[src/rtl/des_round_iter.sv]
// Iterative DES round engine: one Feistel round per clock, 16 rounds per block.
// Expects IP-permuted input and produces the swapped preoutput for IP^-1.
module des_round_iter (
  input  logic        clk,
  input  logic        rst,
  input  logic        start,
  input  logic [63:0] dat_in,
  output logic [3:0]  round_idx,
  input  logic [47:0] round_key,
  output logic        busy,
  output logic        done,
  output logic [63:0] dat_out
);

  typedef enum logic [0:0] {IDLE, RUN} state_t;

  // Each S-box is 64 nibbles, entry (row*16 + col) stored MSB-first.
  localparam logic [255:0] SBOX [8] = '{
    256'hE4D12FB83A6C5907_0F74E2D1A6CB9538_41E8D62BFC973A50_FC8249175B3EA06D,
    256'hF18E6B34972DC05A_3D47F28EC01A69B5_0E7BA4D158C6932F_D8A13F42B67C05E9,
    256'hA09E63F51DC7B428_D70934A6285ECBF1_D6498F30B12C5AE7_1AD069874FE3B52C,
    256'h7DE3069A1285BC4F_D8B56F03472C1AE9_A690CB7DF13E5284_3F06A1D8945BC72E,
    256'h2C417AB6853FD0E9_EB2C47D150FA3986_421BAD78F9C5630E_B8C71E2D6F09A453,
    256'hC1AF92680D34E75B_AF427C9561DE0B38_9EF528C3704A1DB6_432C95FABE17608D,
    256'h4B2EF08D3C975A61_D0B7491AE35C2F86_14BDC37EAF680592_6BD814A7950FE23C,
    256'hD2846FB1A93E50C7_1FD8A374C56B0E92_7B419CE206ADF358_21E74A8DFC90356B
  };

  localparam int P_TAB [32] = '{
    16,  7, 20, 21, 29, 12, 28, 17,  1, 15, 23, 26,  5, 18, 31, 10,
     2,  8, 24, 14, 32, 27,  3,  9, 19, 13, 30,  6, 22, 11,  4, 25
  };

  // DES bit n maps to vector bit (width - n); the E table is the regular
  // "4 bits plus one neighbour on each side" pattern, so it is generated.
  function automatic logic [31:0] desF(input logic [31:0] r, input logic [47:0] k);
    logic [47:0] e;
    logic [47:0] x;
    logic [31:0] s;
    logic [31:0] p;
    logic [5:0]  b;
    logic [5:0]  idx;
    e = '0;
    s = '0;
    p = '0;
    for (int i = 0; i < 8; i++) begin
      for (int j = 0; j < 6; j++) begin
        e[47 - (6 * i + j)] = r[31 - ((4 * i + j + 31) % 32)];
      end
    end
    x = e ^ k;
    for (int i = 0; i < 8; i++) begin
      b   = x[47 - 6 * i -: 6];
      idx = {b[5], b[0], b[4:1]};
      s[31 - 4 * i -: 4] = SBOX[i][255 - 4 * int'(idx) -: 4];
    end
    for (int n = 0; n < 32; n++) begin
      p[31 - n] = s[32 - P_TAB[n]];
    end
    return p;
  endfunction

  state_t      state_q, state_d;
  logic [3:0]  cnt_q, cnt_d;
  logic [31:0] l_q, l_d;
  logic [31:0] r_q, r_d;
  logic [63:0] out_q, out_d;
  logic        done_q, done_d;
  logic [31:0] f_out;

  assign f_out = desF(r_q, round_key);

  always_ff @(posedge clk) begin
    if (rst) begin
      state_q <= IDLE;
      cnt_q   <= 4'd0;
      l_q     <= 32'd0;
      r_q     <= 32'd0;
      out_q   <= 64'd0;
      done_q  <= 1'b0;
    end else begin
      state_q <= state_d;
      cnt_q   <= cnt_d;
      l_q     <= l_d;
      r_q     <= r_d;
      out_q   <= out_d;
      done_q  <= done_d;
    end
  end

  // The last round writes the swapped halves straight into dat_out, so the
  // result is ready the cycle done rises and the counter never wraps.
  always_comb begin
    state_d = state_q;
    cnt_d   = cnt_q;
    l_d     = l_q;
    r_d     = r_q;
    out_d   = out_q;
    done_d  = 1'b0;
    case (state_q)
      IDLE: begin
        if (start) begin
          l_d     = dat_in[63:32];
          r_d     = dat_in[31:0];
          cnt_d   = 4'd0;
          state_d = RUN;
        end
      end
      RUN: begin
        l_d   = r_q;
        r_d   = l_q ^ f_out;
        cnt_d = cnt_q + 4'd1;
        if (cnt_q == 4'd15) begin
          out_d   = {l_q ^ f_out, r_q};
          done_d  = 1'b1;
          cnt_d   = 4'd0;
          state_d = IDLE;
        end
      end
      default: state_d = IDLE;
    endcase
  end

  assign busy      = (state_q == RUN);
  assign round_idx = (state_q == RUN) ? cnt_q : 4'd0;
  assign done      = done_q;
  assign dat_out   = out_q;

endmodule
[config.mk]
export PLATFORM = sky130hd
export DESIGN_NAME = des_round_iter
export DESIGN_NICKNAME = d
export VERILOG_FILES = /design/src/rtl/des_round_iter.sv
export SDC_FILE = /design/constraint.sdc
export NUM_CORES = 1
export LEC_CHECK = 0
export ABC_AREA = 1
export ABC_CLOCK_PERIOD_IN_PS = 4550
export CAP_MARGIN = 15
export CELL_PAD_IN_SITES_DETAIL_PLACEMENT = 0
export CELL_PAD_IN_SITES_GLOBAL_PLACEMENT = 1
export CORE_MARGIN = 2
export CORE_UTILIZATION = 40
export CTS_BUF_LIST = sky130_fd_sc_hd__clkbuf_8
export CTS_CLUSTER_SIZE = 24
export DETAILED_ROUTE_END_ITERATION = 12
export PLACE_DENSITY = 0.95
export SYNTH_ARGS = -nofsm -noshare
export SYNTH_HDL_FRONTEND = slang
export SYNTH_SLANG_ARGS = --single-unit
[constraint.sdc]
create_clock -name clk -period 4.55 [get_ports clk]
set_input_delay 1.365 -clock clk [delete_from_list [all_inputs] [get_ports clk]]
set_output_delay 1.365 -clock clk [all_outputs]
set_load 0.02 [all_outputs]
**Yosys cells after proc, flatten, opt, wreduce, memory -nomap -nowiden**

Cells that the tools add are included.

- $add $sub $neg: 9
- Multipliers: 0
- Div/mod/pow operators: 0
- $lt $le $gt $ge: 0
- Equal/unequal tests: 2
- Shift-type cells: 8
- Muxes and demuxes: 12
- Bitwise logic cells: 3
- Reduce and logical (&&, ||, !) cells: 2

Operators by type and width:

| cell | number |
|---|---|
| 259-bit by 9-bit variable part select with 4-bit output, first input constant | 8 |
| 32-bit one-hot mux with 2 select lines | 2 |
| 8-bit by 8-bit subtractor with 9-bit output, first input constant | 8 |
| 32-bit two-way mux | 2 |
| 48-bit XOR | 1 |
| 32-bit XOR | 1 |
| 4-bit two-way mux | 3 |
| 4-bit one-hot mux with 2 select lines | 1 |
| 4-bit by 1-bit adder with 4-bit output, second input constant | 1 |
| 4-bit equality test, second input constant | 1 |
| 1-bit two-way mux | 3 |
| 2-bit != test, second input constant | 1 |
| 1-bit one-hot mux with 2 select lines | 1 |
| 2-bit AND reduction | 1 |
| 2-bit OR reduction | 1 |
| 1-bit NOT | 1 |

- Flip-flop bits (word level): 134
- Bits in latches: 0
- Memory bits (writable): 0
- Memory bits (read-only): 0
- Input bits: 115
- Output and inout port bits: 70
- Logic and storage cells: 42
- Memories kept: 0

**Logic depth before layout (Yosys ltp)**

- Depth in word-level cells: 5
- Depth in mapped cells: 17
- Depth with buffers taken out: 17

**Least setup slack after synthesis**

OpenSTA, ideal clock, no wires.

- Kind: input -> register
- Start: in round_key[13]
- End: reg r_q[21]
- Setup time: 0.132 ns
- Arrival time: 2.755 ns
- Data required time: 4.418 ns
- Path slack: 1.663 ns
- Cell stages on the path: 12
- Buffers on the path: 0
- Cell sequence: xor2_1 -> ha_1 -> nand2_1 -> nand2_1 -> inv_1 -> nand2_1 -> nand3_1 -> nand3_1 -> nand2_1 -> nand2_1 -> nand3_1 -> a21oi_1

- Cells in the longest elaborated chain, start to end: 5

RTL lines:

| item | line | text |
|---|---|---|
| start, declared | 9 | `input logic [47:0] round_key,` |
| 48-bit XOR | 51 | `x = e ^ k;` |
| 8-bit by 8-bit subtractor with 9-bit output | 55 | `s[31 - 4 * i -: 4] = SBOX[i][255 - 4 * int'(idx) -: 4];` |
| 259-bit by 9-bit variable part select with 4-bit output | 55 |  |
| 32-bit XOR | 111 | `r_d = l_q ^ f_out;` |
| 32-bit one-hot mux with 2 select lines | 100 | `case (state_q)` |
| end signal, assigned | 85 | `r_q <= r_d;` |
| end, declared | 66 | `logic [31:0] r_q, r_d;` |

Every way passes these cells.
A chain may end at the register's enable or synchronous reset.

**Worst setup path after layout**

- Start: in round_key[38]
- End: reg r_q[30]

Same word-level chain as after synthesis.

==> impl_metrics.env <==
export IMPL_synth_mux_area_share_pct=0
export IMPL_seqCellArea_mm2=0.00268
export IMPL_setup_viol=0
export IMPL_layout_nets=2173
export IMPL_synth_compound_area_share_pct=9.38
export IMPL_cts_max_level=4
export IMPL_fillers=2826
export IMPL_worstSetupPathType="input pin to register"
export IMPL_synth_simple_area_share_pct=43.3
export IMPL_drt_pass1_iterations=5
export IMPL_die_x_um=169
export IMPL_wl_met3_mm=2.33
export IMPL_syn_to_final_growth_pct=22.8
export IMPL_rr_worst_depth=8
export IMPL_synthCells=1843
export IMPL_place_ws_ns=0.637
export IMPL_ir_worst_vdd_mv=0.150
export IMPL_layout_commonest_cell="nand2_1"
export IMPL_dr_max_layer_used="met4"
export IMPL_post_drt_wl_per_cell_um=16.2
export IMPL_end_kind="register"
export IMPL_power_leakage_uw=0.00651
export IMPL_fin_tns_setup_ns=0
export IMPL_place_congestion=0.921
export IMPL_multi_input_area_mm2=0.00701
export IMPL_reg2reg_to="dat_out[45]$_SDFFE_PP0P_"
export IMPL_arrival_ns=3.82
export IMPL_post_cts_buffers=0
export IMPL_antenna_found_initial=1
export IMPL_synth_top_family_by_area="simple AND/OR/NAND/NOR gates"
export IMPL_min_to="dat_out[48]$_SDFFE_PP0P_"
export IMPL_max_freq_mhz=290
export IMPL_ys_warn_count=0
export IMPL_die_y_um=169
export IMPL_drc=0
export IMPL_max_slew_margin_pct=34.1
export IMPL_synth_nets=2021
export IMPL_syn_cell_area_mm2=0.0109
export IMPL_r2r_start="busy$_SDFF_PP0_"
export IMPL_met2_length_mm=17.3
export IMPL_drt_first_iter_violations=1158
export IMPL_max_cap_viol_count=0
export IMPL_rows=60
export IMPL_portBuffers=184
export IMPL_yosys_area_share_adder_pct=7.25
export IMPL_finalWorstSetupSlack_ns=1.11
export IMPL_cts_tree="done"
export IMPL_routed_wl_mm=38.0
export IMPL_vias_per_cell=5.24
export IMPL_min_path_cells=2
export IMPL_final_cell_mix="nand2_1 (668), nand3_1 (400), inv_1 (220)"
export IMPL_layout_drive_gt1_share_pct=3.94
export IMPL_clock_sinks=134
export IMPL_m1WireLength_mm=17.6
export IMPL_r2r_slack_ns=1.96
export IMPL_rsz0062_at_grt="no"
export IMPL_slew_viol_final=0
export IMPL_vias=12300
export IMPL_fin_crit_sh_pct=75.7
export IMPL_worstHoldPathType="register to register"
export IMPL_ys_types=28
export IMPL_grt_max_degree=98
export IMPL_post_cts_resized=0
export IMPL_startpoint_type="input pin"
export IMPL_tightest_slew_ns=0.989
export IMPL_fin_crit_ns=3.44
export IMPL_cts_made_buffers=17
export IMPL_hold_start="dat_out[48]$_SDFFE_PP0P_"
export IMPL_ys_async_sr_fraction_pct=0
export IMPL_dieArea_mm2=0.0285
export IMPL_grt_overflow=0
export IMPL_synth_xor_xnor_area_share_pct=4.53
export IMPL_status="completed"
export IMPL_syn_avg_cell_area_um2=5.90
export IMPL_cts_root_buf="clkbuf_8"
export IMPL_worstPathRequired_ns=4.93
export IMPL_hold_viol=0
export IMPL_cts_hold_buffers=0
export IMPL_ys_seq_area_share_pct=24.7
export IMPL_clk_path_buf_depth=2
export IMPL_clkLatencyLatePin_ns=0.46
export IMPL_drtAntennaViolNets=0
export IMPL_ios=185
export IMPL_start_util_pct=40.6
export IMPL_p_per_area_mw_per_mm2=316
export IMPL_synthFlopType="dfxtp_1"
export IMPL_skew_ns=0.0181
export IMPL_crit_fanout=6
export IMPL_grt_usage_pct=26.5
export IMPL_place_hpwl_mm=28.0
export IMPL_core_area_mm2=0.0268
export IMPL_grt_pass1_vias=11200
export IMPL_synth_edf_count=0
export IMPL_synth_seq_cells=134
export IMPL_clk_pin_slew_ns=0.09
export IMPL_grt_pass1_wl_mm=60.3
## cells by family after synthesis
logic type	count (synthesis)
fa+ha+maj	63
buf+inv	299
xor+xnor	46
simple gates	1110
compound gates	191
flops	134
## stage by stage
stage | cells | hold WS [ns] | utilization [%] | power (µW) | area (µm²)
global placement | 2317 | 0.439 | 48.5 | 3250 | 13000
CTS | 2348 | 0.456 | 49.8 | 4220 | 13400
finish | 2349 | 0.453 | 49.8 | 4220 | 13400
floorplan | 1843 | 0.469 | - | 2710 | 10900
detailed placement | 2317 | 0.438 | 48.5 | 3230 | 13000
global route | 2348 | 0.472 | 49.8 | 4580 | 13400
## layer usage
layer	up-vias	track usage, %
li1	6230	-
met1	5620	36.3
met2	404	43.5
met3	45	3.95
met4	0	7.23
met5	-	0
## sequential cells by signal, summed over array words and instances (netlist names)
register	cells
done	1
dat_out	64
cnt_q	4
l_q	32
busy	1
r_q	32
## worst max path at each step
stage / startpoint / to / slack, ns / cells past startpoint
6_report: round_key[38] / r_q[30]$_SDFFE_PP0P_ / 1.11 / 10
5_1_grt: round_key[38] / r_q[30]$_SDFFE_PP0P_ / 0.91 / 12
4_1_cts: round_key[38] / r_q[30]$_SDFFE_PP0P_ / 1.12 / 10
3_5_place_dp: round_key[38] / r_q[30]$_SDFFE_PP0P_ / 0.64 / 12
3_3_place_gp: round_key[38] / r_q[30]$_SDFFE_PP0P_ / 0.64 / 10
2_1_floorplan: round_key[13] / r_q[21]$_SDFFE_PP0P_ / 1.66 / 12
## cell type report
| type | instances | area share (%) |
|---|---|---|
| well taps | 341 | 3.19 |
| clock buffers | 19 | 1.96 |
| clock inverters | 12 | 0.796 |
| flip-flops and latches | 134 | 20.1 |
| diodes | 1 | 0.0187 |
| multi-input cells | 1410 | 52.5 |
| inverters | 226 | 6.35 |
| repair buffers | 206 | 15.1 |
## critical path, cell delays in order
cell and delay [ns]:
clkdlybuf4s50_1 0.51, xor2_1 0.48, ha_1 0.38, nand2_1 0.17, nand3_1 0.10, nand3_1 0.10
nand3_1 0.16, nand3_1 0.17, nand3_1 0.20, a21oi_1 0.19
## cells in the mapped netlist, types with 2 or more instances
cell / n / share of area (%)
o21ai_1: 2 / 0.092
buf_1: 8 / 0.28
nand2_1: 668 / 23
xnor2_1: 23 / 1.9
nand3_1: 400 / 18
xnor2_2: 7 / 1.0
ha_1: 63 / 7.2
dfxtp_1: 134 / 25
buf_2: 23 / 1.1
buf_6: 3 / 0.31
nand4_1: 3 / 0.17
o21ai_0: 125 / 5.8
xor2_2: 5 / 0.75
nor2_1: 33 / 1.1
nand3_2: 4 / 0.37
buf_4: 3 / 0.21
inv_1: 220 / 7.6
a21oi_1: 45 / 2.1
o221ai_1: 9 / 0.72
clkbuf_1: 36 / 1.2
inv_2: 5 / 0.17
o211ai_1: 8 / 0.55
xor2_1: 11 / 0.89
## where the power goes
group          internal, µW  switching [µW]  total (µW)
combinational           670            1260        1930
clock                   455             528         983
sequential             1230            77.4        1310
Power figures use the tool's default switching activity.
